===== config.mk =====
export PLATFORM = sky130hd
export DESIGN_NAME = spi_prot_trig
export DESIGN_NICKNAME = d
export VERILOG_FILES = /design/src/rtl/spi_prot_trig.sv
export SDC_FILE = /design/constraint.sdc
export NUM_CORES = 1
export LEC_CHECK = 0
export CORE_UTILIZATION = 49
export DETAILED_ROUTE_END_ITERATION = 7
export PLACE_DENSITY = 0.79
export RECOVER_POWER = 50
export REMOVE_ABC_BUFFERS = 1
export SYNTH_ARGS = -nofsm -noshare
export SYNTH_HDL_FRONTEND = slang
export SYNTH_SLANG_ARGS = --single-unit
export TNS_END_PERCENT = 50

===== constraint.sdc =====
create_clock -name clk -period 2 [get_ports clk]
set_input_delay 0.4 -clock clk [delete_from_list [all_inputs] [get_ports clk]]
set_output_delay 0.4 -clock clk [all_outputs]
set_load 0.02 [all_outputs]

===== src/rtl/spi_prot_trig.sv =====
// SPI protocol trigger: captures SS_n-framed MOSI bits MSB first on a selectable
// SCLK edge, reports each frame and pulses a trigger on a masked compare hit.
module spi_prot_trig #(
    parameter  int MAX_WIDTH   = 16,
    parameter  int SYNC_STAGES = 2,
    localparam int LW          = $clog2(MAX_WIDTH + 1)
) (
    input  logic                 clk,
    input  logic                 rst_n,
    input  logic                 SS_n,
    input  logic                 SCLK,
    input  logic                 MOSI,
    input  logic                 en,
    input  logic                 pos_edge,
    input  logic [LW-1:0]        len,
    input  logic [MAX_WIDTH-1:0] match,
    input  logic [MAX_WIDTH-1:0] mask,
    input  logic                 clr,
    output logic [MAX_WIDTH-1:0] rx_data,
    output logic                 rx_vld,
    output logic                 trig,
    output logic                 trigd,
    output logic                 ovr
);
    localparam int CW = $clog2(MAX_WIDTH + 2);
    localparam logic [CW-1:0] CNT_SAT = CW'(MAX_WIDTH + 1);

    typedef enum logic [1:0] {S_IDLE, S_SHIFT, S_DONE} state_t;

    state_t                 r_state, w_next;
    logic [SYNC_STAGES-1:0] r_ss_sync, r_sclk_sync, r_mosi_sync;
    logic                   r_ss_d, r_sclk_d;
    logic                   r_ss_fall, r_ss_rise, r_strobe, r_mosi_s, r_fall_pend;
    logic [MAX_WIDTH-1:0]   r_shift;
    logic [CW-1:0]          r_bit_cnt;
    logic                   w_ss, w_sclk, w_mosi;
    logic [MAX_WIDTH-1:0]   w_lmask;
    logic                   w_len_ok, w_hit;

    assign w_ss   = r_ss_sync[SYNC_STAGES-1];
    assign w_sclk = r_sclk_sync[SYNC_STAGES-1];
    assign w_mosi = r_mosi_sync[SYNC_STAGES-1];

    // Edge flags are registered so MOSI, strobe and SS_n edges stay aligned.
    always_ff @(posedge clk or negedge rst_n) begin
        if (!rst_n) begin
            r_ss_sync   <= '1;
            r_sclk_sync <= '1;
            r_mosi_sync <= '0;
            r_ss_d      <= 1'b1;
            r_sclk_d    <= 1'b1;
            r_ss_fall   <= 1'b0;
            r_ss_rise   <= 1'b0;
            r_strobe    <= 1'b0;
            r_mosi_s    <= 1'b0;
            r_fall_pend <= 1'b0;
        end else begin
            r_ss_sync   <= {r_ss_sync[SYNC_STAGES-2:0], SS_n};
            r_sclk_sync <= {r_sclk_sync[SYNC_STAGES-2:0], SCLK};
            r_mosi_sync <= {r_mosi_sync[SYNC_STAGES-2:0], MOSI};
            r_ss_d      <= w_ss;
            r_sclk_d    <= w_sclk;
            r_ss_fall   <= r_ss_d & ~w_ss;
            r_ss_rise   <= ~r_ss_d & w_ss;
            r_strobe    <= ~w_ss & (pos_edge ? (~r_sclk_d & w_sclk) : (r_sclk_d & ~w_sclk));
            r_mosi_s    <= w_mosi;
            // A select fall landing in DONE is replayed into the next IDLE cycle.
            r_fall_pend <= r_ss_fall & (r_state == S_DONE);
        end
    end

    always_comb begin
        w_lmask = '0;
        for (int unsigned i = 0; i < MAX_WIDTH; i++) begin
            w_lmask[i] = (i < 32'(len));
        end
        w_len_ok = (len != '0) && (32'(len) <= 32'(MAX_WIDTH)) && (32'(r_bit_cnt) == 32'(len));
        w_hit    = (((r_shift ^ match) & ~mask & w_lmask) == '0);
    end

    always_comb begin
        w_next = r_state;
        case (r_state)
            S_IDLE:  if (en && (r_ss_fall || r_fall_pend)) w_next = S_SHIFT;
            S_SHIFT: begin
                if (!en)            w_next = S_IDLE;
                else if (r_ss_rise) w_next = S_DONE;
            end
            S_DONE:  w_next = S_IDLE;
            default: w_next = S_IDLE;
        endcase
    end

    always_ff @(posedge clk or negedge rst_n) begin
        if (!rst_n) begin
            r_state   <= S_IDLE;
            r_shift   <= '0;
            r_bit_cnt <= '0;
            rx_data   <= '0;
            rx_vld    <= 1'b0;
            trig      <= 1'b0;
            trigd     <= 1'b0;
            ovr       <= 1'b0;
        end else begin
            r_state <= w_next;
            rx_vld  <= 1'b0;
            trig    <= 1'b0;
            if (clr) begin
                trigd <= 1'b0;
                ovr   <= 1'b0;
            end
            case (r_state)
                S_IDLE: begin
                    if (w_next == S_SHIFT) begin
                        r_shift   <= '0;
                        r_bit_cnt <= '0;
                    end
                end
                S_SHIFT: begin
                    if (en && r_strobe) begin
                        r_shift <= {r_shift[MAX_WIDTH-2:0], r_mosi_s};
                        if (r_bit_cnt != CNT_SAT) r_bit_cnt <= r_bit_cnt + 1'b1;
                    end
                end
                S_DONE: begin
                    if (w_len_ok) begin
                        rx_data <= r_shift & w_lmask;
                        rx_vld  <= 1'b1;
                        if (w_hit) begin
                            trig  <= 1'b1;
                            trigd <= 1'b1;
                        end
                    end else begin
                        ovr <= 1'b1;
                    end
                end
                default: ;
            endcase
        end
    end
endmodule

* Word level (Yosys, flattened, before mapping)
Cells that the tools add are included. Widths: inputs -> output; s select.
Cells by class: add/subtract/negate cells 1, order comparisons 17, equality and inequality tests 8, multiplexer cells 24, bitwise operators 15, reduce and logical (&&, ||, !) cells 12
Operators with widths (number):
- $and 16x16->16 | 3
- $lt 4x5->1 const A | 8
- $mux 16 | 2
- $pmux 16 s2 | 1
- $lt 3x5->1 const A | 4
- $logic_not 16->1 | 1
- $not 16->16 | 1
- $xor 16x16->16 | 1
- $mux 5 | 3
- $mux 1 | 13
- $lt 1x5->1 const A | 2
- $lt 2x5->1 const A | 2
- $pmux 5 s2 | 1
- $and 1x1->1 | 6
- $mux 2 | 3
- $ne 2x2->1 const B | 3
- $add 5x1->5 const B | 1
- $eq 5x5->1 | 1
- $le 5x5->1 const B | 1
- $ne 5x5->1 const B | 1
- $reduce_bool 5->1 | 1
- $eq 2x1->1 const B | 2
- $logic_and 1x1->1 | 4
- $not 1->1 | 4
- other kinds (8) | 8
Storage, ports and cells: register bits 56, output and inout bits 20

* Depth between registers and ports, before layout
word-level depth 7, gate-level depth with buffers 8

* Worst setup path after synthesis
OpenSTA, ideal clock, no wires.
path type in2reg, start input port len[0], end register rx_data[9], library setup time 133 ps, arrival time 1579 ps, path slack 288 ps, stages on the path 8, path buffers 3, path through buf_6 > o41ai_2 > nand4_1 > nand4bb_1 > buf_2 > buf_4 > nand2_1 > o41ai_2
Between the ends: word-level cells in the longest chain between the ends 4, elaborated cells on any way between the ends 8, those cells by class order compare: 2; eq/ne: 1; bitwise: 1; reduce/logical: 4
Ends and longest elaborated chain:
- from (decl) | RTL line 15 | input logic [LW-1:0] len,
- $le 5x5->1 or $reduce_bool 5->1 (tied branches) | RTL line 77 | w_len_ok = (len != '0) && (32'(len) <= 32'(MAX_WIDTH)) && (32'(r_bit_cnt) == 32'(len));
- $logic_and 1x1->1 (2 in series) | RTL line 77
- $reduce_and 2->1 (no source line)
- to (signal assigned) | RTL line 127 | rx_data <= r_shift & w_lmask;
- to (decl) | RTL line 19 | output logic [MAX_WIDTH-1:0] rx_data,
Parallel ways exist; a longest one is shown, timed or not. A chain may end at the register's enable or synchronous reset.

* Final worst setup path
start input port len[3], end register trigd
Between the ends: word-level cells in the longest chain between the ends 6, elaborated cells on any way between the ends 26, those cells by class order compare: 17; eq/ne: 1; mux: 3; bitwise: 1; reduce/logical: 4
Ends and longest elaborated chain:
- $lt 1x5->1, or another cell as far along | RTL line 75 | w_lmask[i] = (i < 32'(len));
- $and 16x16->16 | RTL line 78 | w_hit = (((r_shift ^ match) & ~mask & w_lmask) == '0);
- $logic_not 16->1 | RTL line 78
- $mux 1 | RTL line 129 | if (w_hit) begin
- $mux 1 * | RTL line 126 | if (w_len_ok) begin
- $mux 1 * | RTL line 112 | case (r_state)
- to (signal assigned) | RTL line 102 | trigd <= 1'b0;
- to (signal assigned) | RTL line 109 | trigd <= 1'b0;
- to (signal assigned) | RTL line 131 | trigd <= 1'b1;
- to (decl) | RTL line 22 | output logic trigd,
Every way passes the cells marked *; elsewhere a longest branch is shown, timed or not.

==> impl_metrics.json <==
{
  "rsz0062_at_grt": "no",
  "synth_area_leaders": "dfrtp_1, xnor2_1, dfstp_2",
  "grt_pass1_vias": 2178,
  "postCtsHoldBufs": 0,
  "vdd_drop_max_mv": 0.503,
  "finalSetupViolations": 0,
  "wl_per_cell_um": 15.0,
  "post_cts_buffers": 0,
  "grt_pass1_wl_um": 10600,
  "period_share_pct": 95.0,
  "slew_viol_final": 0,
  "dp_slack_ns": -0.255,
  "path_buf_inv": 2,
  "worst_pin_slew_ns": 1.32,
  "max-cap-violations": 0,
  "crit_path_max_incr_delay_ns": 0.56,
  "power.density_nw_per_um2": 570,
  "cts.sinks": 56,
  "crit_type": "in2reg",
  "fin_tns_setup_ns": 0,
  "gr-usage-met2_pct": 38.2,
  "die-area_um2": 5780,
  "synth_edf_count": 0,
  "cts_buffer_depth": 2,
  "synth_cells": 261,
  "hold_class": "in2async",
  "clock_skew_ns": 0.00991,
  "fin_crit_ns": 1.90,
  "diodes": 0,
  "hpwl_um": 5000,
  "path_cells": "clkdlybuf4s50_1 -> buf_4 -> or3_1 -> o22ai_1 -> nand4_1 -> o41ai_2",
  "fin_ws_ns": 0.101,
  "drive_above_1_share_pct": 14.7,
  "pin_count": 65,
  "cp_slowest_cell": "clkdlybuf4s50_1",
  "final_cell_mix": "clkdlybuf4s50_1, dfrtp_1, buf_4",
  "cp-end-kind": "register",
  "path_clk_slew_ns": 0.11,
  "synth_top_cell_by_area": "dfrtp_1",
  "vias": 2240,
  "n_fill_cell": 393,
  "initial_core_util_pct": 51.6,
  "viasPerCell": 5.30,
  "wl_um": 6350,
  "grt_max_degree": 26,
  "ys.flop_type": "dfrtp_1",
  "synth_top_area_share_pct": 46.6,
  "syn_area_um2": 2680,
  "busiest_layer": "met2",
  "die_y_um": 76.0,
  "netlist-cell-type-count": 46,
  "met3_usage_pct": 5.51,
  "overflow": 0,
  "relSlewSlack_pct": 11.9,
  "finalPower_uw": 2110,
  "cp_top_family": "buffers and inverters",
  "clock_latency_ns": 0.32,
  "drc": 0,
  "multi_input_area_um2": 1160,
  "final_common_cell": "clkdlybuf4s50_1",
  "avgSynthCellArea_um2": 10.3,
  "grtUsageTotal_pct": 23.5,
  "nets": 399,
  "seq_area_frac_synth_pct": 52.5,
  "status": "finished, final reports clean",
  "cp.required_ns": 2.22,
  "port_buffers": 64,
  "path_max_fanout": 6,
  "antenna_found_initial": 0,
  "hold_viol_final": 0,
  "fmax_ghz": 0.527,
  "drt_first_pass_iters": 4,
  "async_flop_share_pct": 100,
  "drt_iter0_drc": 226,
  "place_inst": 415,
  "crit_arrival_ns": 2.12,
  "cts_max_level": 2,
  "finish.utilization_pct": 70.9,
  "fp-row-count": 26,
  "cts_tree": "built",
  "syn2layout_area_growth_pct": 37.6,
  "seq_area_um2": 1410,
  "synth-seq-cells": 56,
  "ctsRootBufferMaster": "clkbuf_8",
  "cts_buffers": 5,
  "die_x_um": 76.0,
  "power_leakage_uw": 0.00155,
  "fin_cells": 423,
  "ys_warn_count": 0,
  "gp_congestion": 0.899,
  "startpoint_type": "input pin",
  "antenna_left": 0,
  "met1_usage_pct": 31.8,
  "core_region_area_um2": 5200
}
[sequential cells by signal (all words and copies together) (netlist names), 2 cells and up]
name / count
rx_data: 16
r_mosi_sync: 2
r_shift: 16
r_bit_cnt: 5
r_ss_sync: 2
r_state: 2
r_sclk_sync: 2
[path summary, 6_finish.rpt]
kind,start,to,slack (ns),depth (start not counted)
max,len[3],trigd$_DFF_PN0_,0.10,6
min,rst_n,r_shift[11]$_DFFE_PN0P_,0.35,1
max reg2reg,r_state[1]$_DFF_PN0_,r_bit_cnt[1]$_DFFE_PN0P_,0.18,6
min reg2reg,r_mosi_sync[0]$_DFF_PN0_,r_mosi_sync[1]$_DFF_PN0_,0.37,0
max in group asynchronous,rst_n,r_bit_cnt[2]$_DFFE_PN0P_,0.39,2
min in group clk,r_mosi_sync[0]$_DFF_PN0_,r_mosi_sync[1]$_DFF_PN0_,0.37,0
[stage by stage]
step / area, µm² / hold WS [ns]
2_1_floorplan: 2600 / 0.104
3_3_place_gp: 3620 / 0.336
3_5_place_dp: 3620 / 0.347
4_1_cts: 3710 / 0.0873
5_1_grt: 3690 / 0.377
6_report: 3690 / 0.351
[power breakdown]
| group | internal, µW | total (µW) | leakage [µW] | switching [µW] |
|---|---|---|---|---|
| registers | 1160 | 1170 | 0.000749 | 17.7 |
| logic | 162 | 290 | 0.000755 | 129 |
| clock network | 252 | 642 | 0.0000485 | 390 |
[worst reg2reg max path: cells and delay by family, from the launching register on]
kind                   cells  cell delay [ns]
flip-flops                 1             0.49
AO/OA/AOI/OAI              3             0.58
buffers and inverters      1             0.19
AND/OR/NAND/NOR            2             0.45
[final cells by class]
type                    instances  area share [%]
clock buffers                   5            1.86
clock inverters                 3           0.610
inverters                       8           0.813
multi-input cells             183            31.5
flip-flops and latches         56            38.2
well taps                      70            2.37
repair buffers                 98            24.7
[timing repair]
| action | 4_1_cts | 5_1_grt |
|---|---|---|
| setup endpoints to repair | 0 | 4 |
| gates resized for setup | 0 | 3 |
| endpoints found under the hold margin | 0 | 0 |
[Yosys cell counts, drive strengths merged (2+ instances only)]
cell    instances
a21oi           6
a22o           13
and2            3
and3            3
buf             9
clkbuf          5
dfrtp          50
dfstp           6
ha              2
inv             8
nand2          28
nand2b          7
nand3           3
nand3b          2
nand4           2
nor2           16
nor2b           2
nor3            9
nor3b           3
nor4b           2
o21ai          31
o22ai           3
o31ai           3
o32ai           2
o41ai           3
or2             2
or3             5
xnor2          21
[logic make-up (layout without fill, tap and decap cells)]
family / after synthesis / in the layout / synth area share [%]
fa+ha+maj: 2 / 2 / 0.932
xor+xnor: 22 / 22 / 7.18
buf+inv: 22 / 114 / 4.15
compound gates: 68 / 68 / 17.3
flops: 56 / 56 / 52.5
simple gates: 91 / 91 / 17.9
[routing by layer]
metal	up-vias	wire length (µm)
met3	9	393
met2	79	2970
met1	1057	2880
met4	0	102
li1	1095	-
met5	-	0
No activity file was read; power rests on OpenSTA's default activity.
